File: src/rtl/spi_cmd_framer.sv
// rtl/spi_cmd_framer.sv - assembles SPI receive bytes into register commands
// Read frames are one address byte; write frames add a 17-bit little-endian payload.
module spi_cmd_framer #(
  parameter int TIMEOUT_CYCLES = 1024,
  parameter int TO_W           = 11
) (
  input  logic        sysClk,
  input  logic        sysRst_n,
  input  logic        spi_cs_n,
  input  logic [7:0]  rx_byte,
  input  logic        rx_byte_valid,
  input  logic        reg_busy,
  output logic [7:0]  reg_addr,
  output logic [16:0] reg_data,
  output logic        reg_input_valid,
  output logic        frame_error,
  output logic        cmd_overflow,
  output logic        frame_active
);

  typedef enum logic [1:0] {IDLE, D0, D1, D2} state_t;

  localparam logic [TO_W-1:0] TO_LAST = TO_W'(TIMEOUT_CYCLES - 1);

  state_t          state;
  logic [7:0]      addr_q;
  logic [7:0]      lo_q;
  logic [7:0]      hi_q;
  logic [TO_W-1:0] to_cnt;
  logic            slot_full;
  logic [7:0]      slot_addr;
  logic [16:0]     slot_data;

  logic            byte_ok;
  logic            expire;
  logic            emit;
  logic            done;
  logic            abort;
  logic [7:0]      done_addr;
  logic [16:0]     done_data;

  // A byte arriving on the expiry cycle wins; a cs_n rise beats any byte.
  always_comb begin
    byte_ok   = rx_byte_valid && !spi_cs_n;
    expire    = (to_cnt == TO_LAST);
    emit      = slot_full && !reg_busy;
    done      = 1'b0;
    abort     = 1'b0;
    done_addr = addr_q;
    done_data = {rx_byte[0], hi_q, lo_q};
    case (state)
      IDLE: begin
        if (byte_ok && !rx_byte[7]) begin
          done      = 1'b1;
          done_addr = rx_byte;
          done_data = '0;
        end
      end
      D2: begin
        if (spi_cs_n)
          abort = 1'b1;
        else if (byte_ok) begin
          if (rx_byte[7:1] != 7'd0)
            abort = 1'b1;
          else
            done = 1'b1;
        end else if (expire)
          abort = 1'b1;
      end
      default: begin
        if (spi_cs_n || (!byte_ok && expire))
          abort = 1'b1;
      end
    endcase
  end

  assign frame_active = (state != IDLE);

  always_ff @(posedge sysClk or negedge sysRst_n) begin
    if (!sysRst_n) begin
      state           <= IDLE;
      addr_q          <= '0;
      lo_q            <= '0;
      hi_q            <= '0;
      to_cnt          <= '0;
      slot_full       <= 1'b0;
      slot_addr       <= '0;
      slot_data       <= '0;
      reg_addr        <= '0;
      reg_data        <= '0;
      reg_input_valid <= 1'b0;
      frame_error     <= 1'b0;
      cmd_overflow    <= 1'b0;
    end else begin
      reg_input_valid <= emit;
      frame_error     <= abort;
      cmd_overflow    <= done && slot_full && !emit;

      if (emit) begin
        reg_addr <= slot_addr;
        reg_data <= slot_data;
      end

      // The slot takes a new frame only if it is empty or draining this cycle.
      if (done && (!slot_full || emit)) begin
        slot_addr <= done_addr;
        slot_data <= done_data;
        slot_full <= 1'b1;
      end else if (emit) begin
        slot_full <= 1'b0;
      end

      if (state == IDLE || byte_ok || abort)
        to_cnt <= '0;
      else
        to_cnt <= to_cnt + TO_W'(1);

      case (state)
        IDLE: begin
          if (byte_ok) begin
            addr_q <= rx_byte;
            if (rx_byte[7])
              state <= D0;
          end
        end
        D0: begin
          if (abort)
            state <= IDLE;
          else if (byte_ok) begin
            lo_q  <= rx_byte;
            state <= D1;
          end
        end
        D1: begin
          if (abort)
            state <= IDLE;
          else if (byte_ok) begin
            hi_q  <= rx_byte;
            state <= D2;
          end
        end
        D2: begin
          if (abort || done)
            state <= IDLE;
        end
        default: state <= IDLE;
      endcase
    end
  end

endmodule

File: config.mk
export PLATFORM = sky130hd
export DESIGN_NAME = spi_cmd_framer
export DESIGN_NICKNAME = d
export VERILOG_FILES = /design/src/rtl/spi_cmd_framer.sv
export SDC_FILE = /design/constraint.sdc
export NUM_CORES = 1
export LEC_CHECK = 0
export BUFFER_PORTS_ARGS = -buffer_cell sky130_fd_sc_hd__buf_2
export CAP_MARGIN = 20
export CORE_ASPECT_RATIO = 1.5
export CORE_MARGIN = 4
export CORE_UTILIZATION = 35
export DETAILED_ROUTE_END_ITERATION = 10
export GPL_TIMING_DRIVEN = 0
export MAX_ROUTING_LAYER = met4
export PLACE_DENSITY = 0.64
export SLEW_MARGIN = 20
export SYNTH_ARGS = -nofsm -noshare
export SYNTH_HDL_FRONTEND = slang
export SYNTH_SLANG_ARGS = --single-unit
File: constraint.sdc
create_clock -name sysClk -period 1.94 [get_ports sysClk]
set_clock_uncertainty 0.05 [all_clocks]
set_input_delay 0.388 -clock sysClk [delete_from_list [all_inputs] [get_ports sysClk]]
set_output_delay 0.388 -clock sysClk [all_outputs]
set_load 0.005 [all_outputs]
Word-level counts from Yosys, hierarchy flattened
Index checks and enable logic that the tools add are counted.
{ "word_totals": {"reg_bits": 91, "inputBits": 13, "out_inout_bits": 29, "elab_cells": 76} }
{ "classes": {"n_addsub": 1, "n_eq_ne": 9, "mux": 26, "bitwise": 1, "reduce_logical": 26} }
{ "op_table": {"columns": ["operator", "n"], "rows": [
  ["$mux 17", 2],
  ["$mux 8", 2],
  ["$mux 2", 7],
  ["$add 11x1->11 const B", 1],
  ["$eq 11x10->1 const B", 1],
  ["$mux 1", 11],
  ["$mux 11", 1],
  ["$pmux 2 s4", 1],
  ["$logic_and 1x1->1", 7],
  ["$reduce_bool 7->1", 1],
  ["$logic_not 1->1", 6],
  ["$ne 2x2->1 const B", 3],
  ["$ne 3x3->1 const B", 2],
  ["$reduce_and 3->1", 2],
  ["$logic_or 1x1->1", 5],
  ["$reduce_and 5->1", 1],
  ["$eq 2x2->1 const B", 2],
  ["$pmux 1 s2", 2],
  ["$reduce_bool 2->1", 2],
  ["$eq 2x1->1 const B", 1],
  ["$logic_not 2->1", 1],
  ["$reduce_and 2->1", 1],
  ["$not 1->1", 1]
]} }

Logic depth before layout (Yosys ltp)
Gate-level depths: netlist of the first run.
{ "depth": {"depth_word": 10, "ltp_mapped": 11, "depth_no_buf": 7} }

Worst setup path before layout of the first run
Ideal clock, no wire load.
{ "synth_path": {"path_kind": "reg-to-reg", "startpoint": "register state[0]", "endpoint": "register slot_addr[0]", "setup_time_ns": 0.121, "arrival_time_ns": 1.928, "required_ns": 1.769, "slack_ns": -0.159, "path_stages_with_launch": 12, "n_path_buf": 4, "synth_period_minus_slack_ns": 2.099, "cell_sequence": "dfrtp_1 > inv_1 > ha_1 > buf_2 > and4bb_2 > buf_6 > a41oi_2 > or3b_1 > buf_2 > buf_2 > nand2_1 > o21ai_1"} }
{ "synth_between": {"elab_chain_len": 3, "word_cells_on_any_way": 5, "classes_between": "eq/ne (1); mux (2); reduce/logical (2)"} }
{ "synth_lines": {"columns": ["element", "line", "source"], "rows": [
  ["from (decl)", "25", "state_t state;"],
  ["from (signal assigned)", "81", "state <= IDLE;"],
  ["from (signal assigned)", "123", "state <= D0;"],
  ["from (signal assigned)", "128", "state <= IDLE;"],
  ["$eq 2x2->1 or $logic_not 2->1 (tied branches)", "51", "case (state)"],
  ["$pmux 1 s2", "51", null],
  ["$logic_and 1x1->1", "105", "if (done && (!slot_full || emit)) begin"],
  ["to (signal assigned)", "106", "slot_addr <= done_addr;"],
  ["to (decl)", "31", "logic [7:0] slot_addr;"]
]} }
Several ways; a longest one is shown, not always the timed one.
A chain may end at the register's enable or synchronous reset.

Final worst setup path of the first run
{ "layout_path": {"startpoint": "register state[1]", "endpoint": "register slot_data[12]"} }
{ "layout_between": {"elab_chain_len": 3, "word_cells_on_any_way": 5, "classes_between": "eq/ne (1); mux (2); reduce/logical (2)"} }
{ "layout_lines": {"columns": ["element", "line", "source"], "rows": [
  ["$eq 2x2->1 or $logic_not 2->1 (tied branches)", "51", null],
  ["$pmux 1 s2", "51", null],
  ["$logic_and 1x1->1", "105", null],
  ["to (signal assigned)", "107", "slot_data <= done_data;"],
  ["to (decl)", "32", "logic [16:0] slot_data;"]
]} }
Several ways; a longest one is shown, not always the timed one.

==> results.txt, run 1 <==
Status = complete, but fails checks
Failing checks = setup timing
Residual DRC = 0
First-pass GRT wire length = 13200 µm
Final #Nets = 399
CTS clock-pin slew for the worst setup and hold paths = 60 ps
CP Data Arrival Time = 2160 ps
Final ANT Viol Nets = 0
Pleak = 2.36 nW
Post-Syn Area = 3830 µm²
Final hold vios = 0
Share of cells above drive strength 1 = 0.516
WHS Path Cells = 3
Top delay family on crit path = simple AND/OR/NAND/NOR gates
Largest net degree at the start of global routing = 60
Post-Layout Cell Count = 530
Hold EP = slot_full
FF+latch area = 2280 µm²
Clk buf depth = 2
Synthesized area per cell = 12.3 µm²
Worst vdd ir = 598 µV
GRT Total Usage = 0.139
Most frequent cells in the layout = dfrtp_1, mux2_2, buf_2
Slowest Stage Delay on Critical Path = 400 ps
Critical path's slowest cell = dfrtp_1
Tcrit/Tclk final = 1.02
Critical path class = reg -> reg
Final Max Slew Viols = 0
Startpoint types = flop
CTS root buffer = clkbuf_16
Worst r2r dst = slot_data[12]
CP Capture Type = flop
Final Critical Period = 1980 ps
Placed cells = 498
Worst min path class = in -> reg
RSZ-0062 raised after global routing = true
Chip height = 136 µm
Die area = 12700 µm²
TritonCTS clock tree = done
Vias in the first global route = 2671
Final worst slack = -39.5 ps
Core Rows = 46
Syn nets = 330
Clk_lat worst skew = 340 ps
Crit-path cells = inv_2 -> ha_4 -> and4bb_2 -> a41oi_4 -> or3b_1 -> buf_6 -> clkbuf_16 -> nand2_2 -> o21ai_2
Synth Flop Type = dfrtp_1
Yosys cell types = 36
Slew HR = 0.654
Total wire length = 8140 µm
Req. time, crit path = 2120 ps
R2R setup slack = -40 ps
EDFF count, synth = 0
Number of synthesized register bits = 91
Via density = 4.70
Via count = 2491
Async SR Flop Fraction = 1.00
Fmax = 505 MHz
Worst-case reg-to-reg path depth = 9
Area Growth Syn to Fin = 29.6%
Total grt overflow = 0
Clock buffer count from CTS = 9
Post-synthesis sequential area ratio = 0.594
DR WL/cell = 15.4 µm
Final setup viols = 23
Cells after Synth = 312
Clock sinks = 91
Crit-path max FO = 8
Fill cells = 973
Initial DRT Pass Iterations = 4
IO Port Bufs = 41
Worst r2r src = state[1]
YS warnings = 0
MaxCap Viol Count = 0
Initial core utilization = 0.360
Io pins = 42
Cell Pwr Density = 1380 nW/µm²
Die W = 93.5 µm
Worst slew pin tran = 519 ps
RePlAce Congestion = 0.774
Total power draw = 6.88 mW
ANT cells = 0
Buf/Inv on CP = 3
Initial antenna violation count = 0
Hold path startpoint = reg_busy
Core Box Area = 10600 µm²
Post-DP HPWL = 5520 µm
Drt first-iter violations = 61
Area of the multi-input gates = 1640 µm²
H-tree depth = 3
Commonest non-fill, non-tap cell in the layout = dfrtp_1
[cell families (layout without fill, tap and decap cells)]
logic type	Yosys count	in the layout	synth area share
AND/OR/NAND/NOR	86	86	0.106
XOR/XNOR	9	9	0.0206
buffers and inverters	24	98	0.0352
adder cells (fa/ha/maj)	5	5	0.0163
flip-flops	91	91	0.594
AO/OA/AOI/OAI	39	39	0.0594
multiplexers	58	58	0.168
[power by group]
part | internal (mW) | switching (mW) | total [mW] | leakage [nW]
combinational | 1.16 | 0.980 | 2.14 | 1.03
sequential | 2.61 | 0.400 | 3.01 | 1.18
clock | 1.03 | 0.705 | 1.73 | 0.145
[Yosys cell counts (2+ instances only)]
master | instances | area share
a31oi_1 | 2 | 0.0033
buf_6 | 5 | 0.015
xnor2_1 | 6 | 0.014
mux2_2 | 51 | 0.15
mux2i_1 | 7 | 0.018
nand2_1 | 51 | 0.050
buf_2 | 6 | 0.0078
a211o_1 | 2 | 0.0046
nor3_1 | 2 | 0.0026
or2_2 | 2 | 0.0033
dfrtp_1 | 91 | 0.59
clkbuf_1 | 3 | 0.0029
o21ai_0 | 4 | 0.0052
nand3_1 | 2 | 0.0026
inv_1 | 9 | 0.0088
o21ai_1 | 25 | 0.033
nor2_2 | 8 | 0.013
xor2_1 | 3 | 0.0069
nand4_1 | 2 | 0.0033
a211oi_1 | 2 | 0.0039
ha_1 | 5 | 0.016
nor2_1 | 10 | 0.0098
[worst register-to-register path: stages, from the launching register on]
cell and delay (ps):
dfrtp_1 400, inv_2 90, ha_4 150, and4bb_2 290, a41oi_4 50, or3b_1 390, buf_6 170, clkbuf_16 170
nand2_2 70, o21ai_2 50
[how the worst max path moves through the flow]
| stage | slack, ps | from | cells after the start | to |
|---|---|---|---|---|
| floorplan | -120 | state[1] | 11 | slot_addr[0] |
| finish | -40 | state[1] | 9 | slot_data[12] |
| global route | -110 | state[1] | 9 | slot_data[12] |
| detailed placement | -310 | rx_byte_valid | 9 | slot_data[12] |
| global placement | -390 | sysRst_n | 1 | reg_addr[6] |
| CTS | -90 | state[1] | 10 | slot_data[10] |
[layout make-up]
| type | instances | area share |
|---|---|---|
| multi-input cells | 197 | 0.330 |
| well taps | 144 | 0.0363 |
| repair buffers | 60 | 0.0856 |
| clock buffers | 11 | 0.0489 |
| clock inverters | 5 | 0.0106 |
| inverters | 9 | 0.00680 |
| plain buffers | 13 | 0.0239 |
| flip-flops and latches | 91 | 0.458 |
[timing repair]
action,in CTS,in global routing
endpoints found under the hold margin,32,0
pin swaps,3,17
gates cloned,0,3
hold buffers,1,0
gates resized for setup,15,50
setup endpoints to repair,47,62
setup buffers,6,8
[through the flow]
step	util	setup TNS [ps]	cell area [µm²]	setup WS (ps)	hold WS, ps
finish	0.467	-353	4970	-39.5	272
global route	0.467	-2450	4970	-106	298
CTS	0.439	-2000	4680	-94.0	263
detailed placement	0.402	-14200	4280	-307	320
global placement	0.399	-46580	4250	-389	395
floorplan	-	-2920	3860	-123	42.4
[per-layer routing]
| layer | vias up | global-route usage | part of all wire |
|---|---|---|---|
| met2 | 32 | 0.245 | 0.56 |
| li1 | 1206 | - | - |
| met3 | 16 | 0.0349 | 0.035 |
| met4 | 0 | 0.0652 | 0.026 |
| met1 | 1237 | 0.144 | 0.38 |
| met5 | - | - | 0 |
[sequential cells by signal (all words and copies together), names as in the netlist]
signal           count
hi_q                 8
reg_input_valid      1
cmd_overflow         1
slot_addr            8
state                2
lo_q                 8
slot_data           17
slot_full            1
frame_error          1
reg_data            17
reg_addr             8
addr_q               8
to_cnt              11
Note: power is estimated with default switching activity, not from simulation.
==> inputs of run 2 (changes only) <==
--- a/config.mk
+++ b/config.mk
@@ -7,7 +7,7 @@
 export LEC_CHECK = 0
 export BUFFER_PORTS_ARGS = -buffer_cell sky130_fd_sc_hd__buf_2
 export CAP_MARGIN = 20
-export CORE_ASPECT_RATIO = 1.5
+export CORE_ASPECT_RATIO = 1.25
 export CORE_MARGIN = 4
 export CORE_UTILIZATION = 35
 export DETAILED_ROUTE_END_ITERATION = 10
==> results.txt, run 2 (synthesized netlist as in run 1, its figures left out) <==
Critical path's slowest cell = or3b_4
Failing checks = setup timing
Area of the multi-input gates = 1690 µm² (+3.0%)
Area Growth Syn to Fin = 31.6%
Clk_lat worst skew = 330 ps (about the same)
Final ANT Viol Nets = 0 (unchanged)
Core Box Area = 10700 µm² (+0.19%)
Slew HR = 0.657 (+0.00287)
Comb pwr share = 0.328 (+0.017)
NetSw = 2.11 mW (+1.1%)
Final worst slack = -13.8 ps (+25.7 ps)
Chip height = 125 µm (-8.2%)
Startpoint types = flop
Pleak = 2.39 nW (+1.2%)
Final hold vios = 0 (unchanged)
FF+latch area = 2280 µm² (unchanged)
Slowest Stage Delay on Critical Path = 500 ps (+100 ps)
First-pass GRT wire length = 12800 µm (-2.7%)
RSZ-0062 raised after global routing = true
Total power draw = 7.07 mW (+2.8%)
Crit-path cells = inv_2 -> ha_4 -> and4bb_2 -> a41oi_4 -> or3b_4 -> clkbuf_16 -> nand2_1 -> o21ai_1
MaxCap Viol Count = 0 (unchanged)
Worst slew pin tran = 514 ps (-4.30 ps)
CTS clock-pin slew for the worst setup and hold paths = 60 ps (about the same)
Worst min path class = in -> reg
TritonCTS clock tree = done
Die area = 12700 µm² (-0.19%)
Clock power share = 0.246 (-0.006)
Largest net degree at the start of global routing = 59 (-1.7%)
CP Capture Type = flop
Die W = 102 µm (+8.7%)
Commonest non-fill, non-tap cell in the layout = dfrtp_1
Total wire length = 8090 µm (-0.55%)
Core Rows = 42 (-8.7%)
Pint = 4.96 mW (+3.5%)
IO Port Bufs = 41 (unchanged)
Cell Pwr Density = 1400 nW/µm² (+1.2%)
H-tree depth = 3 (unchanged)
ANT cells = 0 (unchanged)
Post-DP HPWL = 5190 µm (-6.0%)
Initial core utilization = 0.359 (-0.000676)
Most frequent cells in the layout = dfrtp_1, mux2_2, buf_2
Placed Area = 4270 µm² (-0.26%)
Total grt overflow = 0 (unchanged)
Crit-path max FO = 5 (-3)
Critical path class = reg -> reg
Reg power frac = 0.426 (-0.011)
Pre-CTS setup slack = -313 ps (-5.86 ps)
Sw frac = 0.298 (-0.00491)
RePlAce Congestion = 0.753 (-2.7%)
Final Critical Period = 1950 ps (-25.7 ps)
Fill cells = 978 (+0.51%)
Final setup viols = 9 (-61%)
Worst vdd ir = 524 µV (-12%)
Vias in the first global route = 2587 (-3.1%)
CTS root buffer = clkbuf_16
Final Max Slew Viols = 0 (unchanged)
CP Data Arrival Time = 2130 ps (-30 ps)
Io pins = 42 (unchanged)
Status = complete, but fails checks
GRT Total Usage = 0.132 (-0.00660)
Final #Nets = 403 (+1.0%)
Via count = 2538 (+1.9%)
Initial antenna violation count = 0 (unchanged)
Fmax = 512 MHz (+1.3%)
Req. time, crit path = 2110 ps (about the same)
Largest regs = reg_data (17), slot_data (17), to_cnt (11)
Clk buf depth = 2 (unchanged)
Clock buffer count from CTS = 9 (unchanged)
Share of cells above drive strength 1 = 0.504 (-0.0117)
Residual DRC = 0 (unchanged)
DR WL/cell = 15.5 µm (+1.2%)
Via density = 4.87 (+3.6%)
Clock sinks = 91 (unchanged)
Drt first-iter violations = 93 (+52%)
Fin area = 5040 µm² (+1.5%)
Initial DRT Pass Iterations = 4 (unchanged)
Tcrit/Tclk final = 1.01 (-0.0133)
[run 2: changes by cell type in the layout (fill, tap and decap cells not counted), sizes merged]
cell | previous run | this run
clkinv | 3 | 1
clkinvlp | 1 | 0
buf | 66 | 71
or3b | 1 | 2
[run 2: final cells by class]
type                    instances  share of cell area
plain buffers                  11              0.0221
clock buffers                  13              0.0516
clock inverters                 2             0.00695
inverters                       9             0.00670
multi-input cells             198               0.334
flip-flops and latches         91               0.451
well taps                     132              0.0327
repair buffers                 65              0.0940
[run 2: repair_timing]
action / 4_1_cts / 5_1_grt
hold buffers: 1 / 0
gates cloned: 0 / 6
hold endpoints to repair: 33 / 0
buffers inserted: 6 / 11
resized for setup: 16 / 64
pin swaps: 2 / 38
setup endpoints to repair: 56 / 60
[run 2: layer usage]
layer / GRT usage / wire length [µm] / part of all wire
met4: 0.0563 / 162 / 0.020
met3: 0.0279 / 236 / 0.029
met1: 0.154 / 3370 / 0.42
met2: 0.219 / 4330 / 0.53
met5: - / 0 / 0
[run 2: worst paths after layout]
| check | depth (start not counted) | slack (ps) | endpoint | startpoint |
|---|---|---|---|---|
| setup / recovery | 8 | -10 | slot_addr[3] | state[0] |
| hold / removal | 3 | 300 | slot_full | reg_busy |
| setup reg to reg | 8 | -10 | slot_addr[3] | state[0] |
| hold reg to reg | 2 | 430 | slot_addr[5] | slot_addr[5] |
| max in group asynchronous | 3 | 810 | reg_input_valid | sysRst_n |
| min in group asynchronous | 2 | 450 | state[1] | sysRst_n |
[run 2: per-stage QoR]
step	hold WS [ps]	TNS, ps	utilization	cells
after floorplan	42.4	-2920	-	312
after global placement	396	-48920	0.397	485
after detailed placement	251	-14970	0.400	486
after CTS	249	-1140	0.438	507
after global routing	302	-1930	0.473	521
final	298	-42.0	0.473	521
[run 2: critical path, delay by kind of cell (launching register included)]
family,cells,cell delay [ps]
adders and majority gates,1,140
buffers and inverters,2,290
and+or+nand+nor,3,840
DFF,1,400
AOI/OAI and AO/OA,2,120
[run 2: power groups by stage]
stage	Sequential (mW)	Clock, mW	Combinational [mW]
5_1_grt	3.10	1.88	2.58
6_report	3.01	1.74	2.32
2_1_floorplan	2.92	0	1.24
3_3_place_gp	2.97	0	1.71
3_5_place_dp	3.00	0	1.76
4_1_cts	2.96	1.78	1.87
